[src/rtl/spi_slave_gen.sv]
// -----------------------------------------------------------------------------
// spi_slave_gen
// Parametrised SPI slave front end for the single-port RAM path.
// A frame starts with a command bit (0 = write, 1 = read) followed by FRAME_W
// bits {opcode[1:0], payload}, MSB first. Complete frames are presented on
// rx_data with a one-cycle rx_valid pulse. A read-data frame then waits up to
// TX_TIMEOUT cycles for tx_valid and shifts tx_data out on MISO, MSB first.
//
// Optional feature macro: SPI_PARITY_EN
//   When defined, each frame carries one extra even-parity bit covering all
//   FRAME_W bits; a mismatch drops the frame and pulses frame_err.
//
// Parameters:
//   DATA_W     payload width (frame width is DATA_W+2)
//   TX_TIMEOUT max cycles to wait for tx_valid in a read-data transaction
//
// Ports:
//   clk             clock, everything happens on posedge
//   rst             asynchronous active-high reset
//   SS_n            slave select, active low
//   MOSI            serial in, MSB first
//   MISO            serial out, MSB first, registered
//   rx_data         received frame {opcode, payload}
//   rx_valid        one-cycle pulse, rx_data valid
//   tx_data         read data from RAM
//   tx_valid        tx_data valid
//   rd_addr_pending read address received, read data not yet returned
//   frame_err       one-cycle pulse on abort, timeout or parity failure
// -----------------------------------------------------------------------------
module spi_slave_gen #(
  parameter int DATA_W     = 8,
  parameter int TX_TIMEOUT = 15
) (
  input  logic              clk,
  input  logic              rst,
  input  logic              SS_n,
  input  logic              MOSI,
  output logic              MISO,
  output logic [DATA_W+1:0] rx_data,
  output logic              rx_valid,
  input  logic [DATA_W-1:0] tx_data,
  input  logic              tx_valid,
  output logic              rd_addr_pending,
  output logic              frame_err
);

  localparam int FRAME_W = DATA_W + 2;
  localparam int CNT_W   = $clog2(FRAME_W + 1);
  localparam int WAIT_W  = $clog2(TX_TIMEOUT + 1);

  localparam logic [CNT_W-1:0]  CNT_FRAME = CNT_W'(FRAME_W);
  localparam logic [CNT_W-1:0]  CNT_DATA  = CNT_W'(DATA_W);
  localparam logic [CNT_W-1:0]  CNT_ONE   = CNT_W'(1);
  localparam logic [CNT_W-1:0]  CNT_ZERO  = CNT_W'(0);
  localparam logic [WAIT_W-1:0] WAIT_INIT = WAIT_W'(TX_TIMEOUT);
  localparam logic [WAIT_W-1:0] WAIT_ONE  = WAIT_W'(1);

  typedef enum logic [2:0] {
    IDLE      = 3'd0,
    CHK_CMD   = 3'd1,
    WRITE     = 3'd2,
    READ_ADD  = 3'd3,
    READ_DATA = 3'd4,
    TX_WAIT   = 3'd5,
    TX_SHIFT  = 3'd6,
    DONE      = 3'd7
  } state_t;

  state_t              state_r;
  logic [CNT_W-1:0]    bit_cnt_r;
  logic [WAIT_W-1:0]   wait_cnt_r;
  logic [FRAME_W-1:0]  rx_sr_r;
  logic [DATA_W-1:0]   tx_sr_r;

  // Shift register contents including the bit currently on MOSI.
  logic [FRAME_W-1:0]  frame_s;
  // Value of bit_cnt_r on the cycle that completes the frame.
  logic [CNT_W-1:0]    cnt_last_s;
  // Frame word published on completion.
  logic [FRAME_W-1:0]  frame_word_s;
  logic                parity_ok_s;

  assign frame_s = {rx_sr_r[FRAME_W-2:0], MOSI};

`ifdef SPI_PARITY_EN
  // Even parity: the parity bit equals the XOR of all covered bits.
  function automatic logic even_parity(input logic [FRAME_W-1:0] d);
    return ^d;
  endfunction

  // The parity bit arrives one cycle after the last payload bit, when the
  // full frame is already sitting in the shift register.
  assign cnt_last_s   = CNT_ZERO;
  assign frame_word_s = rx_sr_r;
  assign parity_ok_s  = (even_parity(rx_sr_r) == MOSI);
`else
  assign cnt_last_s   = CNT_ONE;
  assign frame_word_s = frame_s;
  assign parity_ok_s  = 1'b1;
`endif

  // Frame FSM with all outputs registered.
  always_ff @(posedge clk or posedge rst) begin
    if (rst) begin
      state_r         <= IDLE;
      bit_cnt_r       <= CNT_ZERO;
      wait_cnt_r      <= '0;
      rx_sr_r         <= '0;
      tx_sr_r         <= '0;
      MISO            <= 1'b0;
      rx_data         <= '0;
      rx_valid        <= 1'b0;
      rd_addr_pending <= 1'b0;
      frame_err       <= 1'b0;
    end else begin
      rx_valid  <= 1'b0;
      frame_err <= 1'b0;
      case (state_r)
        IDLE: begin
          MISO <= 1'b0;
          if (!SS_n) begin
            state_r <= CHK_CMD;
          end else begin
            state_r <= IDLE;
          end
        end

        CHK_CMD: begin
          bit_cnt_r <= CNT_FRAME;
          if (SS_n) begin
            state_r   <= IDLE;
            frame_err <= 1'b1;
            MISO      <= 1'b0;
          end else if (!MOSI) begin
            state_r <= WRITE;
          end else if (rd_addr_pending) begin
            state_r <= READ_DATA;
          end else begin
            state_r <= READ_ADD;
          end
        end

        WRITE, READ_ADD, READ_DATA: begin
          if (SS_n) begin
            // Partial frame: rx_data keeps the last complete frame.
            state_r   <= IDLE;
            frame_err <= 1'b1;
            MISO      <= 1'b0;
          end else if (bit_cnt_r != cnt_last_s) begin
            rx_sr_r   <= frame_s;
            bit_cnt_r <= bit_cnt_r - CNT_ONE;
          end else if (parity_ok_s) begin
            rx_data  <= frame_word_s;
            rx_valid <= 1'b1;
            case (state_r)
              WRITE: begin
                state_r <= DONE;
              end
              READ_ADD: begin
                state_r         <= DONE;
                rd_addr_pending <= 1'b1;
              end
              READ_DATA: begin
                state_r    <= TX_WAIT;
                wait_cnt_r <= WAIT_INIT;
              end
              default: begin
                state_r <= IDLE;
              end
            endcase
          end else begin
            state_r   <= DONE;
            frame_err <= 1'b1;
          end
        end

        TX_WAIT: begin
          if (SS_n) begin
            state_r   <= IDLE;
            frame_err <= 1'b1;
            MISO      <= 1'b0;
          end else if (tx_valid) begin
            tx_sr_r   <= tx_data;
            bit_cnt_r <= CNT_DATA;
            state_r   <= TX_SHIFT;
          end else if (wait_cnt_r <= WAIT_ONE) begin
            // Read address stays pending so the master can retry.
            state_r   <= DONE;
            frame_err <= 1'b1;
          end else begin
            wait_cnt_r <= wait_cnt_r - WAIT_ONE;
          end
        end

        TX_SHIFT: begin
          if (SS_n) begin
            state_r   <= IDLE;
            frame_err <= 1'b1;
            MISO      <= 1'b0;
          end else if (bit_cnt_r != CNT_ZERO) begin
            MISO      <= tx_sr_r[DATA_W-1];
            tx_sr_r   <= tx_sr_r << 1;
            bit_cnt_r <= bit_cnt_r - CNT_ONE;
          end else begin
            MISO            <= 1'b0;
            rd_addr_pending <= 1'b0;
            state_r         <= DONE;
          end
        end

        DONE: begin
          MISO <= 1'b0;
          if (SS_n) begin
            state_r <= IDLE;
          end else begin
            state_r <= DONE;
          end
        end

        default: begin
          MISO    <= 1'b0;
          state_r <= IDLE;
        end
      endcase
    end
  end

endmodule

[config.mk]
export PLATFORM = sky130hd
export DESIGN_NAME = spi_slave_gen
export DESIGN_NICKNAME = d
export VERILOG_FILES = /design/src/rtl/spi_slave_gen.sv
export SDC_FILE = /design/constraint.sdc
export NUM_CORES = 1
export LEC_CHECK = 0
export ABC_AREA = 1
export BUFFER_PORTS_ARGS = -buffer_cell sky130_fd_sc_hd__buf_2
export CORE_MARGIN = 2
export CORE_UTILIZATION = 30
export DETAILED_ROUTE_END_ITERATION = 10
export PLACE_DENSITY = 0.54
export SETUP_SLACK_MARGIN = 0.3
export SLEW_MARGIN = 5
export SYNTH_ARGS = -nofsm -noshare
export SYNTH_HDL_FRONTEND = slang
export SYNTH_SLANG_ARGS = --single-unit
[constraint.sdc]
create_clock -name clk -period 1.95 [get_ports clk]
set_input_delay 0.39 -clock clk [delete_from_list [all_inputs] [get_ports clk]]
set_output_delay 0.39 -clock clk [all_outputs]
set_load 0.05 [all_outputs]
==> flow_summary.json <==
{
  "nets": 316,
  "maxCapViolCount": 0,
  "antenna_found_initial": 0,
  "dr.max_layer_used": "met4",
  "clk_latency_ns": 0.30,
  "ys_warn_count": 0,
  "cp-end-kind": "flip-flop",
  "fin_skew_ns": 0.00702,
  "syn_nets": 281,
  "n_antenna_cell": 0,
  "synthArstFlopShare": 1.00,
  "syn_inst": 264,
  "status": "finished, final reports clean",
  "power.total_mw": 3.69,
  "portBuffers": 26,
  "cts_tree": "yes",
  "cp_data_required_time_ns": 2.13,
  "worst_hold_slack_ns": 0.113,
  "cts_hold_buf": 0,
  "avgSynthCellArea_sq_um": 8.00,
  "core_area_sq_um": 6790,
  "crit_chain": "inv_2 > ha_2 > nand3_2 > nand2_2 > inv_1 > o21ai_4 > clkbuf_16 > o21ai_0",
  "relSlewSlack": 0.793,
  "drt_iter0_drc": 68,
  "fp.dieArea_sq_um": 7730,
  "synthTopCellsByArea": "dfrtp_1, nand2_1, o21ai_0, inv_1, nand3_1",
  "grt_pass1_vias": 1681,
  "max_freq_mhz": 630,
  "cp_num_buf_inv": 3,
  "core.rowCount": 30,
  "final_hold_viol_count": 0,
  "cts.path.max_buffers": 2,
  "slowest_delay_ns": 0.42,
  "numCtsBuffers": 5,
  "synth-seq-area-share": 0.497,
  "final_antenna_net_count": 0,
  "post_synth_num_cell_types": 24,
  "clkSlewWorstSetupHoldPaths_ns": 0.08,
  "powerDensity_nw_per_um2": 1430,
  "rsz0062_at_grt": "yes",
  "globalplace.congestion": 0.838,
  "numClockSinks": 42,
  "startpoint_type": "flip-flop",
  "die-width_um": 87.9,
  "syn_area_sq_um": 2110,
  "synth_edf_count": 0,
  "finalSetupTns_ns": 0,
  "area_growth_pct": 22.0,
  "synthFlopType": "dfrtp_1",
  "route.met2.wl_mm": 2.02,
  "crit_fanout": 8,
  "vias": 1721,
  "yosys-top-cells-count": "nand2_1, dfrtp_1, inv_1, o21ai_0, nand3_1",
  "drive_above_1_share": 0.233,
  "dr_wl_met3_um": 119,
  "die_y_um": 87.9,
  "cp_top_family": "flip-flops",
  "firstDrtPassIters": 4,
  "reg2reg_depth": 8,
  "dp_hpwl_mm": 3.10,
  "peakVddDrop_uv": 597,
  "grt_max_degree": 26,
  "wl_met1_mm": 2.06,
  "ios": 27,
  "r2r_start": "bit_cnt_r[0]",
  "finalSetupViolCount": 0,
  "h-tree-depth": 2,
  "yosysMostFrequentCell": "nand2_1",
  "crit_type": "flip-flop to flip-flop",
  "synth_top_cell_by_area": "dfrtp_1",
  "period_minus_slack_ns": 1.59,
  "hold_path_class": "input pin to asynchronous set/reset pin",
  "wl_mm": 4.26,
  "yosysTopAreaCellShare": 0.497,
  "cts-root-buf": "clkbuf_8",
  "ys_ff_latch": 42,
  "finalCritPeriodShare": 0.815,
  "slew_viol_final": 0,
  "viasPerCell": 4.35,
  "drc": 0,
  "worstMarginPinSlew_ns": 0.311,
  "r2r_end": "tx_sr_r[7]",
  "grt_pass1_wl_mm": 7.38,
  "cpMaxStageDelayCell": "dfrtp_1",
  "wl_per_cell_um": 10.8,
  "p_leak_nw": 1.39,
  "dpl_cell_area_sq_um": 2350,
  "finalWorstSetupSlack_ns": 0.362,
  "ff2ff_setup_slack_ns": 0.36,
  "grt.overflow.total": 0,
  "critPathArrivalTime_ns": 1.77,
  "pre_cts_ws_ns": 0.175,
  "grt_usage": 0.122,
  "fin_area_sq_um": 2580,
  "floorplan.initialDensity": 0.311
}
[worst reg2reg max path: stages (launching register included)]
cell       delay (ns)
dfrtp_1          0.42
inv_2            0.09
ha_2             0.20
nand3_2          0.13
nand2_2          0.11
inv_1            0.07
o21ai_4          0.19
clkbuf_16        0.18
o21ai_0          0.08
[what timing repair did]
item	4_1_cts	5_1_grt
cloned	0	1
gates resized for setup	2	18
setup endpoints to repair	23	30
pin swaps	1	3
setup buffers	1	3
[logic make-up after synthesis]
kind of cell | share of synthesized area
AO/OA/AOI/OAI | 0.0941
XOR/XNOR | 0.00829
adder cells (fa/ha/maj) | 0.0237
buffers and inverters | 0.0776
flip-flops | 0.497
multiplexers | 0.0332
AND/OR/NAND/NOR | 0.266
[layer usage]
metal  up-vias  GRT usage
met4         0     0.0462
met2        23      0.196
li1        909          -
met1       782      0.158
met5         -          0
met3         7     0.0292
[placed cells by master, fill, tap and decap left out]
cell	n
nor3_1	1
o21ai_4	1
bufinv_16	1
clkbuf_16	1
dfrtp_1	39
nand4_1	6
clkinv_2	2
nand3_2	3
xnor2_1	2
inv_1	26
a21o_1	1
nand3_1	16
ha_1	3
o21ai_1	3
o21ai_0	28
nor2_1	10
dfrtp_2	3
buf_12	1
nand2_2	4
buf_4	7
a21oi_1	3
nor2_4	1
nand3_4	1
clkbuf_8	5
nand2_4	1
nor2_2	4
buf_2	26
o21ai_2	1
mux2i_1	7
ha_2	1
nand2_1	85
inv_2	7
[per-stage QoR]
step | std cells | util
floorplan | 264 | -
global placement | 383 | 0.346
detailed placement | 383 | 0.346
CTS | 392 | 0.366
global route | 396 | 0.379
finish | 396 | 0.379
[flip-flops by register name, indices dropped and copies added, names as in the netlist]
name             cells
rx_data             10
rx_sr_r              9
tx_sr_r              8
bit_cnt_r            4
wait_cnt_r           4
state_r              3
MISO                 1
frame_err            1
rd_addr_pending      1
rx_valid             1
[power by group]
part	switching, mW	internal (mW)	total, mW
Combinational	1.04	0.547	1.59
Sequential	0.233	1.18	1.42
Clock	0.307	0.377	0.684
[final cells by class]
type                       instances  area [sq um]
multi-input combinational        182           942
clock buffer                       5          68.8
timing repair buffer              35           228
sequential                        42          1050
clock inverter                     3          40.0
tap                               96           120
inverter                          33           124
fill                             726          4220
[how the worst max path moves through the flow]
stage	from	endpoint	slack, ns	depth (start not counted)
floorplan	wait_cnt_r[0]	wait_cnt_r[3]	0.51	8
finish	bit_cnt_r[0]	tx_sr_r[7]	0.36	8
global placement	state_r[1]	rx_data[1]	0.17	7
CTS	state_r[2]	bit_cnt_r[2]	0.30	10
detailed placement	state_r[1]	rx_data[3]	0.17	8
global route	state_r[1]	wait_cnt_r[0]	0.24	8
Power figures use the tool's default switching activity.
